### config.mk
export PLATFORM = sky130hd
export DESIGN_NAME = fm_tile_loop_ctrl
export DESIGN_NICKNAME = d
export VERILOG_FILES = /design/src/rtl/fm_tile_loop_ctrl.sv
export SDC_FILE = /design/constraint.sdc
export NUM_CORES = 1
export LEC_CHECK = 0
export CAP_MARGIN = 10
export CORE_UTILIZATION = 35
export DETAILED_ROUTE_END_ITERATION = 8
export PLACE_DENSITY_LB_ADDON = 0.1
export SLEW_MARGIN = 20
export SYNTH_ARGS = -nofsm -noshare
export SYNTH_HDL_FRONTEND = slang
export SYNTH_SLANG_ARGS = --single-unit
export TNS_END_PERCENT = 100
### constraint.sdc
create_clock -name clk -period 7.39 [get_ports clk]
set_input_delay 1.478 -clock clk [delete_from_list [all_inputs] [get_ports clk]]
set_output_delay 1.478 -clock clk [all_outputs]
set_load 0.01 [all_outputs]
### src/rtl/fm_tile_loop_ctrl.sv
// Loop-nest controller for feature-map tile traversal: walks w/h/c/co down-counters
// one step per adv pulse, with diff-layer two-pass handling and layer abort.
module fm_tile_loop_ctrl #(
  parameter int CNT_W   = 8,
  parameter int PE_ROW  = 4,
  parameter int PE_COL  = 4,
  parameter int W_STEP0 = 6,
  parameter int W_STEP1 = 12
) (
  input  logic             clk,
  input  logic             rst_n,
  input  logic             ctrl_valid,
  output logic             ctrl_ready,
  output logic             ctrl_finish,
  input  logic             ctrl_abort,
  output logic             aborted,
  input  logic [CNT_W-1:0] w_num_i,
  input  logic [CNT_W-1:0] h_num_i,
  input  logic [CNT_W-1:0] c_num_i,
  input  logic [CNT_W-1:0] co_num_i,
  input  logic [3:0]       shift_bias_i,
  input  logic             kernel_mode_i,
  input  logic             is_diff_i,
  input  logic             is_first_i,
  input  logic             adv,
  output logic             running,
  output logic [CNT_W-1:0] w_num,
  output logic [CNT_W-1:0] h_num,
  output logic [CNT_W-1:0] c_num,
  output logic [CNT_W-1:0] co_num,
  output logic [3:0]       shift_bias,
  output logic             kernel_mode,
  output logic             is_diff,
  output logic             is_first,
  output logic [CNT_W-1:0] count_w,
  output logic [CNT_W-1:0] count_h,
  output logic [CNT_W-1:0] count_c,
  output logic [CNT_W-1:0] count_co,
  output logic             bit_mode,
  output logic             pass,
  output logic             row_par,
  output logic             row_par2,
  output logic [1:0]       count_3,
  output logic             tile_last
);

  // state | meaning
  // IDLE  | waiting for a configuration, counters held at 0
  // RUN   | walking the loop nest, one step per adv
  typedef enum logic [0:0] {S_IDLE = 1'b0, S_RUN = 1'b1} state_t;

  localparam logic [CNT_W-1:0] W_STEP0_C = CNT_W'(W_STEP0);
  localparam logic [CNT_W-1:0] W_STEP1_C = CNT_W'(W_STEP1);
  localparam logic [CNT_W-1:0] C_STEP1_C = CNT_W'(PE_COL);
  localparam logic [CNT_W-1:0] C_STEP2_C = CNT_W'(2 * PE_COL);
  localparam logic [CNT_W-1:0] PE_ROW_C  = CNT_W'(PE_ROW);
  localparam logic [CNT_W-1:0] ONE_C     = CNT_W'(1);

  state_t           state_q, state_d;
  logic [CNT_W-1:0] w_step, c_step;
  logic             last_w, last_h, last_c, last_co;
  logic             accept, zero_dim, done;

  assign accept   = ctrl_valid & ctrl_ready;
  assign zero_dim = (w_num_i == '0) | (h_num_i == '0) | (c_num_i == '0) | (co_num_i == '0);

  assign bit_mode  = is_diff & pass;
  assign w_step    = kernel_mode ? W_STEP1_C : W_STEP0_C;
  assign c_step    = bit_mode ? C_STEP2_C : C_STEP1_C;
  assign last_w    = count_w < w_step;
  assign last_h    = count_h == '0;
  assign last_c    = count_c < c_step;
  assign last_co   = count_co < PE_ROW_C;
  assign tile_last = running & adv & last_w & last_h & last_c;
  assign done      = tile_last & pass & last_co;

  always_ff @(posedge clk or negedge rst_n) begin
    if (!rst_n) state_q <= S_IDLE;
    else        state_q <= state_d;
  end

  always_comb begin
    state_d = state_q;
    case (state_q)
      S_IDLE: if (accept && !zero_dim) state_d = S_RUN;
      S_RUN:  if (ctrl_abort || done) state_d = S_IDLE;
      default: state_d = S_IDLE;
    endcase
  end

  always_comb begin
    ctrl_ready = (state_q == S_IDLE);
    running    = ~ctrl_ready;
  end

  // Completion and abort acknowledges are registered one-cycle pulses.
  always_ff @(posedge clk or negedge rst_n) begin
    if (!rst_n) begin
      ctrl_finish <= 1'b0;
      aborted     <= 1'b0;
    end else begin
      ctrl_finish <= (accept & zero_dim) | (done & ~ctrl_abort);
      aborted     <= running & ctrl_abort;
    end
  end

  always_ff @(posedge clk or negedge rst_n) begin
    if (!rst_n) begin
      w_num       <= '0;
      h_num       <= '0;
      c_num       <= '0;
      co_num      <= '0;
      shift_bias  <= '0;
      kernel_mode <= 1'b0;
      is_diff     <= 1'b0;
      is_first    <= 1'b0;
    end else if (accept) begin
      w_num       <= w_num_i;
      h_num       <= h_num_i;
      c_num       <= c_num_i;
      co_num      <= co_num_i;
      shift_bias  <= shift_bias_i;
      kernel_mode <= kernel_mode_i;
      is_diff     <= is_diff_i;
      is_first    <= is_first_i;
    end
  end

  always_ff @(posedge clk or negedge rst_n) begin
    if (!rst_n) begin
      count_w  <= '0;
      count_h  <= '0;
      count_c  <= '0;
      count_co <= '0;
      pass     <= 1'b0;
      row_par  <= 1'b0;
      row_par2 <= 1'b0;
      count_3  <= '0;
    end else if (accept) begin
      if (zero_dim) begin
        count_w  <= '0;
        count_h  <= '0;
        count_c  <= '0;
        count_co <= '0;
        pass     <= 1'b0;
      end else begin
        count_w  <= w_num_i - ONE_C;
        count_h  <= h_num_i - ONE_C;
        count_c  <= c_num_i - ONE_C;
        count_co <= co_num_i - ONE_C;
        pass     <= ~is_diff_i;
      end
      row_par  <= 1'b0;
      row_par2 <= 1'b0;
      count_3  <= '0;
    end else if (running) begin
      if (ctrl_abort || done) begin
        count_w  <= '0;
        count_h  <= '0;
        count_c  <= '0;
        count_co <= '0;
        pass     <= 1'b0;
        row_par  <= 1'b0;
        row_par2 <= 1'b0;
        count_3  <= '0;
      end else if (adv) begin
        if (!last_w) begin
          count_w <= count_w - w_step;
        end else begin
          count_w <= w_num - ONE_C;
          if (!last_h) begin
            count_h <= count_h - ONE_C;
            row_par <= ~row_par;
            if (!row_par) row_par2 <= ~row_par2;
            if (!kernel_mode || row_par) count_3 <= (count_3 == 2'd2) ? 2'd0 : count_3 + 2'd1;
          end else begin
            count_h <= h_num - ONE_C;
            count_c <= last_c ? c_num - ONE_C : count_c - c_step;
          end
        end
        // Pass toggling uses the pre-edge bit_mode for this tile's c_step above.
        if (tile_last) begin
          if (is_diff) pass <= ~pass;
          if (pass && !last_co) count_co <= count_co - PE_ROW_C;
        end
      end
    end
  end

endmodule

==> results of run 1 <==
[cells in the mapped netlist (5+ instances only)]
| library cell | number |
|---|---|
| xnor2_1 | 21 |
| nor4_1 | 10 |
| nand3_1 | 12 |
| nand2_1 | 129 |
| o21a_1 | 6 |
| mux2i_1 | 5 |
| dfrtp_1 | 79 |
| inv_1 | 34 |
| a31oi_1 | 16 |
| or3_1 | 12 |
| o211ai_1 | 6 |
| and3_1 | 6 |
| nor2_1 | 40 |
| nor3_1 | 21 |
| o21ai_0 | 27 |
| ha_1 | 16 |
| buf_2 | 5 |
| nor3b_1 | 7 |
| xor2_1 | 12 |
| a21oi_1 | 24 |
| clkbuf_1 | 21 |
| nand2b_1 | 8 |
| nor2b_1 | 7 |
| a2bb2oi_1 | 5 |
| a22oi_1 | 6 |
| a32oi_1 | 11 |
| o22ai_1 | 7 |
[flip-flops by register name, indices dropped and copies added, names as in the netlist, 2 cells and up]
| signal | cells |
|---|---|
| shift_bias | 4 |
| c_num | 8 |
| count_c | 8 |
| count_co | 8 |
| co_num | 8 |
| count_3 | 2 |
| h_num | 8 |
| count_h | 8 |
| w_num | 8 |
| count_w | 8 |
[worst register-to-register path: cells and delay by family, from the launching register on]
kind / cells / cell delay, ns
buffers and inverters: 1 / 0.06
AOI/OAI and AO/OA: 2 / 0.65
DFF: 1 / 0.43
and+or+nand+nor: 4 / 1.64
adders and majority gates: 2 / 0.72
[cell families after synthesis]
kind of cell,count (synthesis),synth area share
AO/OA/AOI/OAI,143,0.1916
XOR/XNOR,33,0.05568
adder cells (fa/ha/maj),17,0.04242
buffers and inverters,63,0.05037
flip-flops,79,0.3808
multiplexers,8,0.01687
AND/OR/NAND/NOR,278,0.2622
[power groups by stage]
stage / logic [mW] / registers (mW) / clock network (mW)
global placement: 0.872 / 0.717 / 0
global route: 0.977 / 0.734 / 0.552
floorplan: 0.474 / 0.717 / 0
detailed placement: 0.884 / 0.718 / 0
CTS: 0.889 / 0.712 / 0.530
finish: 0.887 / 0.714 / 0.522
[per-layer routing]
metal / global-route usage / vias to the layer above / routed length, um
li1: - / 2443 / -
met1: 0.2924 / 2445 / 7216
met2: 0.3535 / 181 / 7586
met3: 0.04167 / 18 / 1040
met4: 0.07229 / 0 / 232
met5: 0 / - / 0
[through the flow]
step           cell area, um2  utilization  instances
6_report                 6915       0.4776        921
5_1_grt                  6915       0.4776        921
4_1_cts                  6915       0.4776        921
3_5_place_dp             6569       0.4537        905
3_3_place_gp             6569       0.4537        905
2_1_floorplan            5191            -        621
[area by class of cell]
cell class | count | area, um2
fillers | 1420 | 7564
multi-input cells | 479 | 2955
flip-flops and latches | 79 | 1977
repair buffers | 129 | 1279
well taps | 184 | 230.2
clock buffers | 9 | 225.2
inverters | 34 | 127.6
clock inverters | 7 | 121.4
[path summary, 6_finish.rpt]
path / endpoint / slack [ns]
max: tile_last / 2.38
min: co_num[4]$_DFFE_PN0P_ / 0.49
max reg2reg: count_co[0]$_DFFE_PN0P_ / 3.74
min reg2reg: co_num[4]$_DFFE_PN0P_ / 0.49
max in group asynchronous: count_co[2]$_DFFE_PN0P_ / 5.31
min in group asynchronous: count_c[4]$_DFFE_PN0P_ / 1.05
==> summary.md, run 1 <==
| Metric | Value |
|---|---|
| Period utilization | `0.6786` |
| Crit path largest cell delay | `0.59 ns` |
| Max IR drop VDD | `111.5 uV` |
| Lkg Pwr | `2.877 nW` |
| RSZ-0062 raised after global routing | `false` |
| Root Buffer | `clkbuf_16` |
| Yosys warns | `0` |
| Max-slew violation count | `0` |
| HP Start | `co_num[4]$_DFFE_PN0P_` |
| Final setup fails | `0` |
| Number of global-route vias before repair | `4915` |
| Synth area leader | `dfrtp_1` |
| Post-Place Setup Slack | `2.406 ns` |
| Status | `complete, but fails checks` |
| Row count | `44` |
| Violated checks | `design-rule violations` |
| DRC violations left | `1` |
| CP Launch Point | `adv` |
| EDFF count, synth | `0` |
| Hpwl dp | `11780 um` |
| HP Class | `register to register` |
| Antenna violations before repair | `0` |
| Area of the core | `14480 um2` |
| Sequential share of power | `0.336` |
| Syn_nets | `682` |
| Horiz. Die Dim | `123.8 um` |
| Top delay family on crit path | `buffers and inverters` |
| Routability cong. | `0.8594` |
| Worst Path Buf+Inv | `3` |
| Antenna cells | `0` |
| Worst Path Required | `5.91 ns` |
| Ports | `126` |
| Final nets | `793` |
| Setup CP Type | `input port to primary output` |
| Total Routing Usage GR | `0.2186` |
| Post-CTS Hold Fix Bufs | `0` |
| Max Clock Skew | `0.007200 ns` |
| CTS Buf Count | `9` |
| First-iteration detailed-routing DRC count | `435` |
| Crit path arrival time | `3.54 ns` |
| Synth cell types | `68` |
| Crit-path max FO | `7` |
| Max-cap viol count | `0` |
| R2r startpoint | `pass$_DFFE_PN0P_` |
| Post-synthesis register bit count | `79` |
| Htree depth | `3` |
| Skew-Pair Late Insertion Delay | `0.35 ns` |
| ANT nets after route | `0` |
| PD cells | `307.1 nW/um2` |
| Vias | `5087` |
| Largest net degree at the start of global routing | `52` |
| First-pass GRT wire length | `25410 um` |
| WL/cell | `17.45 um` |
| Hold WS | `0.4880 ns` |
| Commonest non-fill, non-tap cell in the layout | `nand2_1` |
| Port Buffer Count | `125` |
| Relative slew slack | `0.2146` |
| Design Power | `2.124 mW` |
| Worst-case reg-to-reg path depth | `9` |
| Hold depth | `2` |
| Post-Syn Instances | `621` |
| CTS Sinks | `79` |
| Clock Power Share | `0.246` |
| Die ar. | `15320 um2` |
| Top FF cell, synth | `dfrtp_1` |
| Share of synthesized registers carrying an async set or reset | `1.000` |
| CP Capture Type | `primary output` |
| Most used cell, CP | `clkdlybuf4s50_1` |
| Yosys top cell area share | `0.3808` |
| Max frequency | `199.4 MHz` |
| Slew @ Worst Pin | `1.175 ns` |
| Starting Density | `0.3585` |
| Ratio of cells with drive above 1 in the final layout | `0.05292` |
| CP max stage cell | `clkdlybuf4s50_1` |
| Die height | `123.8 um` |
| First-pass DRT Iterations | `7` |
| Synth area leaders | `dfrtp_1, nand2_1, ha_1, xnor2_1, nor2_1` |
| Net switching power | `0.7987 mW` |
| Clk slew on worst S/H paths | `0.06 ns` |
| Final worst slack | `2.375 ns` |
| Final setup TNS | `0 ns` |
| Cts repair resizes | `0` |
| Critical path depth in cells | `6` |
| Most frequent cells in the layout | `nand2_1, clkdlybuf4s50_1, dfrtp_1` |
| Final hold vios | `0` |
| Min Clock Period, post-route | `5.015 ns` |
| P_int | `1.325 mW` |
| Worst-path cell chain | `clkdlybuf4s50_1 -> nor4b_1 -> and3_1 -> nand2_1 -> inv_1 -> clkdlybuf4s50_1` |
| CTS tree | `yes` |
| Logic gate share of total power | `0.418` |
| CP startpoint kind | `input port` |
| Syn Area/Cell | `8.359 um2` |
| Sw frac | `0.3761` |
| P&R area growth vs syn | `33.21%` |
| WL final | `16080 um` |
| Grt ovf | `0` |
| Cell area after synthesis | `5191 um2` |
| Via density | `5.523` |
| CTS max path bufs | `2` |
| Sequential share of the synthesized area | `0.3808` |
| Post-CTS setup buffers | `0` |
(Power assumes the default switching activity.)
==> run 2, diff against run 1 <==
- clock period: 7.39 -> 4.47 ns (I/O delays scaled with it)
==> run 2 against run 1 <==
- the flow now finishes without violations
- non-clock buffer count rose by 8
- utilization rose by 0.087 points
- highest routed layer unchanged
- sequential power rose by 67%
- critical path depth did not move
- clock skew fell by 0.0019 ns
- hold slack got worse by 0.0099 ns
- register-to-register slack got worse by 2.5 ns
==> summary.md, run 2 (same netlist as run 1, synthesis figures left out) <==
| Metric | Value |
|---|---|
| Reg2Reg Setup Slack | `1.22 ns (was 3.74 ns)` |
| Design Area, Final | `6928 um2 (was 6915 um2)` |
| Die height | `123.8 um (unchanged)` |
| CTS Sinks | `79 (unchanged)` |
| Routability cong. | `0.8542 (was 0.8594)` |
| Hold WS | `0.4780 ns (was 0.4880 ns)` |
| Fill count | `1432 (was 1420)` |
| CP startpoint kind | `input port (unchanged)` |
| Hold path endpoint | `co_num[1]$_DFFE_PN0P_ (was co_num[4]$_DFFE_PN0P_)` |
| WL/cell | `17.36 um (was 17.45 um)` |
| HP Class | `register to register (unchanged)` |
| CTS tree | `yes (unchanged)` |
| Max IR drop VDD | `224.8 uV (was 111.5 uV)` |
| Post-CTS setup buffers | `0 (unchanged)` |
| P&R area growth vs syn | `33.45% (was 33.21%)` |
| Hold depth | `2 (unchanged)` |
| WL final | `16110 um (was 16080 um)` |
| Number of global-route vias before repair | `4953 (was 4915)` |
| Logic gate share of total power | `0.433 (was 0.418)` |
| Ratio of cells with drive above 1 in the final layout | `0.06048 (was 0.05292)` |
| Sequential share of power | `0.347 (was 0.336)` |
| CTS Buf Count | `9 (unchanged)` |
| Max-cap viol count | `0 (unchanged)` |
| R2r startpoint | `pass$_DFFE_PN0P_ (unchanged)` |
| Antenna violations before repair | `0 (unchanged)` |
| Max Clock Skew | `0.005287 ns (was 0.007200 ns)` |
| Antenna cells | `0 (unchanged)` |
| First-pass DRT Iterations | `5 (was 7)` |
| Register area | `1977 um2 (unchanged)` |
| Starting Density | `0.3585 (unchanged)` |
| CTS max path bufs | `2 (unchanged)` |
| Port Buffer Count | `125 (unchanged)` |
| Setup CP Type | `input port to primary output (unchanged)` |
| Final nets | `801 (was 793)` |
| Hpwl dp | `11890 um (was 11780 um)` |
| Row count | `44 (unchanged)` |
| HP Start | `co_num[1]$_DFFE_PN0P_ (was co_num[4]$_DFFE_PN0P_)` |
| First-pass GRT wire length | `25720 um (was 25410 um)` |
| Area of the core | `14480 um2 (unchanged)` |
| Clock Power Share | `0.221 (was 0.246)` |
| Final hold vios | `0 (unchanged)` |
| Worst-case reg-to-reg path depth | `9 (unchanged)` |
| Max frequency | `253.6 MHz` |
| Skew-Pair Late Insertion Delay | `0.34 ns (was 0.35 ns)` |
| Lkg Pwr | `2.890 nW (was 2.877 nW)` |
| Crit-path max FO | `7 (unchanged)` |
| Max-slew violation count | `0 (unchanged)` |
| Net switching power | `1.305 mW (was 0.7987 mW)` |
| Htree depth | `3 (unchanged)` |
| Final setup TNS | `0 ns (unchanged)` |
| Commonest non-fill, non-tap cell in the layout | `nand2_1 (unchanged)` |
| RSZ-0062 raised after global routing | `false (unchanged)` |
| Min Clock Period, post-route | `3.944 ns` |
| Sw frac | `0.3819 (was 0.3761)` |
| Horiz. Die Dim | `123.8 um (unchanged)` |
| PD cells | `493.3 nW/um2 (was 307.1 nW/um2)` |
| Most frequent cells in the layout | `nand2_1, clkdlybuf4s50_1, dfrtp_1 (unchanged)` |
| Status | `finished clean (was complete, but fails checks)` |
| Total Routing Usage GR | `0.2203 (was 0.2186)` |
| ANT nets after route | `0 (unchanged)` |
| Worst Path Required | `3.58 ns (was 5.91 ns)` |
| Vias | `5079 (was 5087)` |
| Root Buffer | `clkbuf_16 (unchanged)` |
| RR Endpoint | `count_co[3]$_DFFE_PN0P_ (was count_co[0]$_DFFE_PN0P_)` |
| Cts repair resizes | `0 (unchanged)` |
| Grt ovf | `0 (unchanged)` |
| DRC violations left | `0 (was 1)` |
| CP Capture Type | `primary output (unchanged)` |
| Slew @ Worst Pin | `0.9590 ns (was 1.175 ns)` |
| Relative slew slack | `0.3606 (was 0.2146)` |
| Crit path arrival time | `3.05 ns (was 3.54 ns)` |
| Final setup fails | `0 (unchanged)` |
| Post-DP Area | `6629 um2 (was 6569 um2)` |
| Die ar. | `15320 um2 (unchanged)` |
| P_int | `2.112 mW (was 1.325 mW)` |
| Largest net degree at the start of global routing | `44 (was 52)` |
| Period utilization | `0.8823` |
| Post-CTS Hold Fix Bufs | `0 (unchanged)` |
| First-iteration detailed-routing DRC count | `418 (was 435)` |
| Multi-input gate area | `2955 um2 (unchanged)` |
| Clk slew on worst S/H paths | `0.06 ns (about the same)` |
| Via density | `5.473 (was 5.523)` |
| Ports | `126 (unchanged)` |
## run 2: cell types whose count changed in the layout (fill, tap and decap cells not counted), sizes merged
cell,previous run,this run
clkbuf,9,12
bufinv,3,1
clkinvlp,0,1
buf,5,13
clkinv,4,1
## run 2: power by group through the flow
stage,Combinational (mW),Clock (mW),Sequential (mW)
after floorplan,0.784,0,1.19
after global placement,1.45,0,1.19
after detailed placement,1.47,0,1.19
after CTS,1.48,0.774,1.18
after global routing,1.63,0.801,1.22
final,1.48,0.754,1.19
## run 2: worst max-delay path, cell delays in order
cell and delay [ns]:
clkdlybuf4s50_1 0.63, nor4b_1 0.38, and3_1 0.41, nand2_1 0.09
inv_1 0.10, clkdlybuf4s50_1 0.54
## run 2: worst max path at each step
stage | depth (start not counted) | to | start | slack [ns]
2_1_floorplan | 9 | tile_last | pass$_DFFE_PN0P_ | 1.61
3_3_place_gp | 6 | tile_last | adv | 0.64
3_5_place_dp | 6 | tile_last | adv | 0.58
4_1_cts | 9 | tile_last | pass$_DFFE_PN0P_ | 0.53
5_1_grt | 6 | tile_last | adv | 0.28
6_report | 6 | tile_last | adv | 0.53
## run 2: layer usage
layer | routed length (um) | vias up | global-route usage
met5 | 0 | - | 0
li1 | - | 2461 | -
met4 | 249 | 0 | 0.07455
met1 | 7364 | 2421 | 0.2992
met2 | 7470 | 178 | 0.3479
met3 | 1026 | 19 | 0.04441
## run 2: metrics by stage
stage | worst slack [ns] | power, mW | utilization | instances
floorplan | 1.605 | 1.970 | - | 621
global placement | 0.6400 | 2.635 | 0.4578 | 913
detailed placement | 0.5849 | 2.661 | 0.4578 | 913
CTS | 0.5326 | 3.437 | 0.4785 | 928
global route | 0.2781 | 3.652 | 0.4785 | 928
finish | 0.5263 | 3.418 | 0.4785 | 928
## run 2: area by class of cell
| type | instances | area share |
|---|---|---|
| clock buffer | 12 | 0.03702 |
| clock inverter | 3 | 0.006141 |
| inverter | 34 | 0.01842 |
| multi-input combinational | 479 | 0.4266 |
| sequential | 79 | 0.2854 |
| tap | 184 | 0.03323 |
| timing repair buffer | 137 | 0.1932 |
